<file path="config.mk">
export PLATFORM = sky130hd
export DESIGN_NAME = regfile_write_arbiter
export DESIGN_NICKNAME = d
export VERILOG_FILES = /design/src/rtl/regfile_write_arbiter.sv
export SDC_FILE = /design/constraint.sdc
export NUM_CORES = 1
export LEC_CHECK = 0
export BUFFER_PORTS_ARGS = -buffer_cell sky130_fd_sc_hd__buf_2
export CORE_MARGIN = 8
export CORE_UTILIZATION = 40
export DETAILED_ROUTE_END_ITERATION = 6
export HOLD_SLACK_MARGIN = 0.02
export PLACE_DENSITY_LB_ADDON = 0.05
export SETUP_SLACK_MARGIN = 0.02
export SLEW_MARGIN = 20
export SYNTH_ARGS = -nofsm -noshare
export SYNTH_HDL_FRONTEND = slang
export SYNTH_SLANG_ARGS = --single-unit
export TNS_END_PERCENT = 10
</file>
<file path="constraint.sdc">
create_clock -name Clk -period 2.1 [get_ports Clk]
set_input_delay 0.42 -clock Clk [delete_from_list [all_inputs] [get_ports Clk]]
set_output_delay 0.42 -clock Clk [all_outputs]
set_load 0.01 [all_outputs]
</file>
<file path="src/rtl/regfile_write_arbiter.sv">
// Round-robin arbiter for the single register-file write port, plus a sequencer that zeroes every register.
// Build option: define ZERO_REG_PROTECT_EN to consume granted writes to register 0 without enabling the write.
module regfile_write_arbiter #(
  parameter int ADDR_W   = 5,
  parameter int DATA_W   = 32,
  parameter int NUM_REGS = 32  // must equal 2**ADDR_W
) (
  input  logic              Clk,
  input  logic              Reset,
  input  logic              Req0,
  input  logic [ADDR_W-1:0] Addr0,
  input  logic [DATA_W-1:0] Data0,
  output logic              Gnt0,
  input  logic              Req1,
  input  logic [ADDR_W-1:0] Addr1,
  input  logic [DATA_W-1:0] Data1,
  output logic              Gnt1,
  input  logic              Clear_Start,
  output logic              Clear_Busy,
  output logic              Clear_Done,
  output logic              Write_Reg,
  output logic [ADDR_W-1:0] W_Addr,
  output logic [DATA_W-1:0] W_Data
);

`ifdef ZERO_REG_PROTECT_EN
  localparam bit ZeroProtect = 1'b1;
`else
  localparam bit ZeroProtect = 1'b0;
`endif

  localparam logic [ADDR_W-1:0] LastAddr = ADDR_W'(NUM_REGS - 1);

  typedef enum logic [1:0] {
    IDLE,
    CLEAR,
    DONE
  } state_t;

  state_t              state, state_nxt;
  logic [ADDR_W-1:0]   cnt, cnt_nxt;
  logic                last, last_nxt;
  logic                wr_nxt;
  logic [ADDR_W-1:0]   addr_nxt;
  logic [DATA_W-1:0]   data_nxt;
  logic                arb_open;

  // Grants only while idle; a pending clear command or reset blocks the handshake.
  assign arb_open = (state == IDLE) && !Clear_Start && !Reset;

  always_comb begin
    Gnt0 = 1'b0;
    Gnt1 = 1'b0;
    if (arb_open) begin
      if (Req0 && (!Req1 || last)) Gnt0 = 1'b1;
      else if (Req1)               Gnt1 = 1'b1;
    end
  end

  always_comb begin
    // NOTE: every variable gets a default before the case so no path leaves it unassigned (no latch).
    state_nxt = state;
    cnt_nxt   = cnt;
    last_nxt  = last;
    wr_nxt    = 1'b0;
    addr_nxt  = W_Addr;
    data_nxt  = W_Data;
    unique case (state)
      IDLE: begin
        if (Clear_Start) begin
          state_nxt = CLEAR;
          cnt_nxt   = '0;
        end else if (Gnt0) begin
          last_nxt = 1'b0;
          wr_nxt   = !(ZeroProtect && (Addr0 == '0));
          addr_nxt = Addr0;
          data_nxt = Data0;
        end else if (Gnt1) begin
          last_nxt = 1'b1;
          wr_nxt   = !(ZeroProtect && (Addr1 == '0));
          addr_nxt = Addr1;
          data_nxt = Data1;
        end
      end
      CLEAR: begin
        wr_nxt   = 1'b1;
        addr_nxt = cnt;
        data_nxt = '0;
        if (cnt == LastAddr) state_nxt = DONE;
        else                 cnt_nxt   = cnt + 1'b1;
      end
      DONE:    state_nxt = IDLE;
      default: state_nxt = IDLE;
    endcase
  end

  always_ff @(posedge Clk) begin
    // NOTE: nonblocking assignments so every flop samples pre-edge values regardless of statement order.
    if (Reset) begin
      state      <= IDLE;
      cnt        <= '0;
      last       <= 1'b1;
      Write_Reg  <= 1'b0;
      W_Addr     <= '0;
      W_Data     <= '0;
      Clear_Busy <= 1'b0;
      Clear_Done <= 1'b0;
    end else begin
      state      <= state_nxt;
      cnt        <= cnt_nxt;
      last       <= last_nxt;
      Write_Reg  <= wr_nxt;
      W_Addr     <= addr_nxt;
      W_Data     <= data_nxt;
      Clear_Busy <= (state_nxt != IDLE);
      Clear_Done <= (state_nxt == DONE);
    end
  end

endmodule

</file>
==> reports/metrics.cfg <==
[logic_synthesis]
syn_nets = 280
synthCells = 199
synthFlopType = dfxtp_1
ys_warn_count = 0
synth_top_area_share_pct = 45.3
synth_top_area_cell = dfxtp_1
ys_async_sr_fraction_pct = 0
yosysMostFrequentCell = dfxtp_1
netlist_area_mm2 = 0.00212
ys_types = 33
yosys-top-cells-area = dfxtp_1 (45%), mux2i_1 (16%), o2bb2ai_1 (13%)
synth.avg_cell_area_um2 = 10.7
synth_edf_count = 0
synth_common_cells = dfxtp_1 (48), mux2i_1 (33), o2bb2ai_1 (31)
ys_seq_area_share_pct = 45.3
ys_ff_latch = 48

[timing]
finClkSkew_ps = 7.02
drv_slew = 0
min_period_over_period_pct = 93.3
fin_ws_ps = 140
fmax_mhz = 510
tightest_slew_ps = 412
maxSlewHeadroom_pct = 72.5
min_period_ps = 1960
setup_viol = 0
hold_viol_final = 0
rsz0062_at_grt = no
fin_setup_tns_ps = 0

[cells_and_area]
nFillCells = 471
multi_input_area_mm2 = 0.00111
seq_area_um2 = 961
antennaDiodeCount = 0
final_util_pct = 58.0
fin_nets = 400
syn_to_final_growth_pct = 39.8
drive_above_1_share_pct = 45.1

[global_route]
antenna_found_initial = 0
first_global_vias = 1972
grt_max_degree = 33
track_usage_pct = 14.9
grt-ovfl-total = 0
grt_pass1_wl_um = 9250

[clock_network]
clockBufferDepth = 2
clock_sinks = 48
clk_latency_ps = 290
cts_root_buf = clkbuf_8
cts_buffers = 5
htreeDepth = 2
cts_tree = done
cts.clk_slew.worst_paths_ps = 90
cts_hold_buf = 0

[routing]
routed-via-count = 1951
dr.pass1.iters = 4
viasPerCell = 5.02
finalWirelength_um = 5910
antenna_left = 0
wl_per_cell_um = 15.2
drt_iter0_drc = 76
drc = 0

[placement]
dpl.hpwl_um = 4510
place.gp.congestion = 0.770
portBuffers = 120
post-place-ws_ps = 167

[floorplan]
fp.dieH_um = 88.8
core_mm2 = 0.00511
floorplan.rows = 26
dieWidth_um = 88.8
ios = 121
dieArea_mm2 = 0.00788
start_util_pct = 41.5

[setup_path]
cp-end-kind = flip-flop
crit_fanout = 6
crit_required_ps = 2330
critPathArrivalTime_ps = 2190
crit_path_start_kind = flip-flop
critPathKind = flip-flop to flip-flop

[run_status]
outcome = complete, no violations

[pwr]
power_mw = 2.07
p_leak_nw = 1.57
power.density_mw_per_mm2 = 697
ir_drop_v = 0.000379

[min_path]
hold_class = input port to flip-flop

[flow_run]
maxCapViolCount = 0

report_power, final:
part           switching, mW  internal, mW  total [mW]
registers             0.0252         0.954       0.979
clock network          0.296         0.469       0.765
logic                  0.160         0.161       0.322
total                  0.482          1.58        2.07
worst max-delay path, stage by stage (launching register included):
cell	delay, ps
dfxtp_1	360
ha_1	230
and3_1	190
ha_1	230
a211o_1	370
or3b_1	380
a21oi_1	130
cell type report:
cell class	count	area share [%]
inverter	1	0.127
timing repair buffer	128	22.7
clock inverter	2	2.03
sequential	48	32.4
tap	70	2.96
multi-input combinational	135	37.4
clock buffer	5	2.32
metal layers:
metal	wire, um	up-vias	track usage [%]
met4	37	0	4.15
met1	2680	877	18.5
met2	2660	74	22.9
met3	525	4	6.13
met5	0	-	0
li1	-	996	-
timing repair:
item                       CTS  global route
buffers inserted             0             0
gates resized for setup      0             1
setup endpoints to repair    0             2
registers in the layout, summed over array words and instances, names as in the netlist:
signal / flops
Clear_Busy: 1
state: 2
Write_Reg: 1
last: 1
cnt: 5
W_Addr: 5
W_Data: 32
Clear_Done: 1
cell usage in the layout (no fill, tap or decap), types with 2 or more instances in the layout:
master,instances
buf_2,120
dfxtp_1,48
mux2i_1,33
o2bb2ai_1,31
a21oi_1,15
nor2_1,10
nand2b_1,9
buf_4,7
clkbuf_8,5
a41o_1,4
o32ai_1,4
nand2_1,2
and3_1,2
nor3b_1,2
or2_1,2
nor4bb_1,2
o21ai_0,2
ha_1,2
bufinv_16,2
worst paths after layout:
path,end,slack (ps),cells after the start,from
setup / recovery,cnt[2],140,6,cnt[0]
setup reg to reg,cnt[2],140,6,cnt[0]
hold reg to reg,W_Data[17],460,1,W_Data[17]
hold / removal,W_Data[6],400,3,Data0[6]
per-stage QoR:
step | area [um2] | hold slack (ps) | cells
floorplan | 2120 | 464 | 199
global placement | 2830 | 440 | 382
detailed placement | 2830 | 442 | 382
CTS | 2950 | 390 | 389
global route | 2960 | 401 | 389
finish | 2960 | 399 | 389
kinds of logic after synthesis:
| group | synth area share, % |
|---|---|
| AOI/OAI and AO/OA | 23.6 |
| DFF | 45.3 |
| and+or+nand+nor | 10.2 |
| muxes | 16.3 |
| buffers and inverters | 3.48 |
| adders and majority gates | 1.18 |
Power figures use the tool's default switching activity.
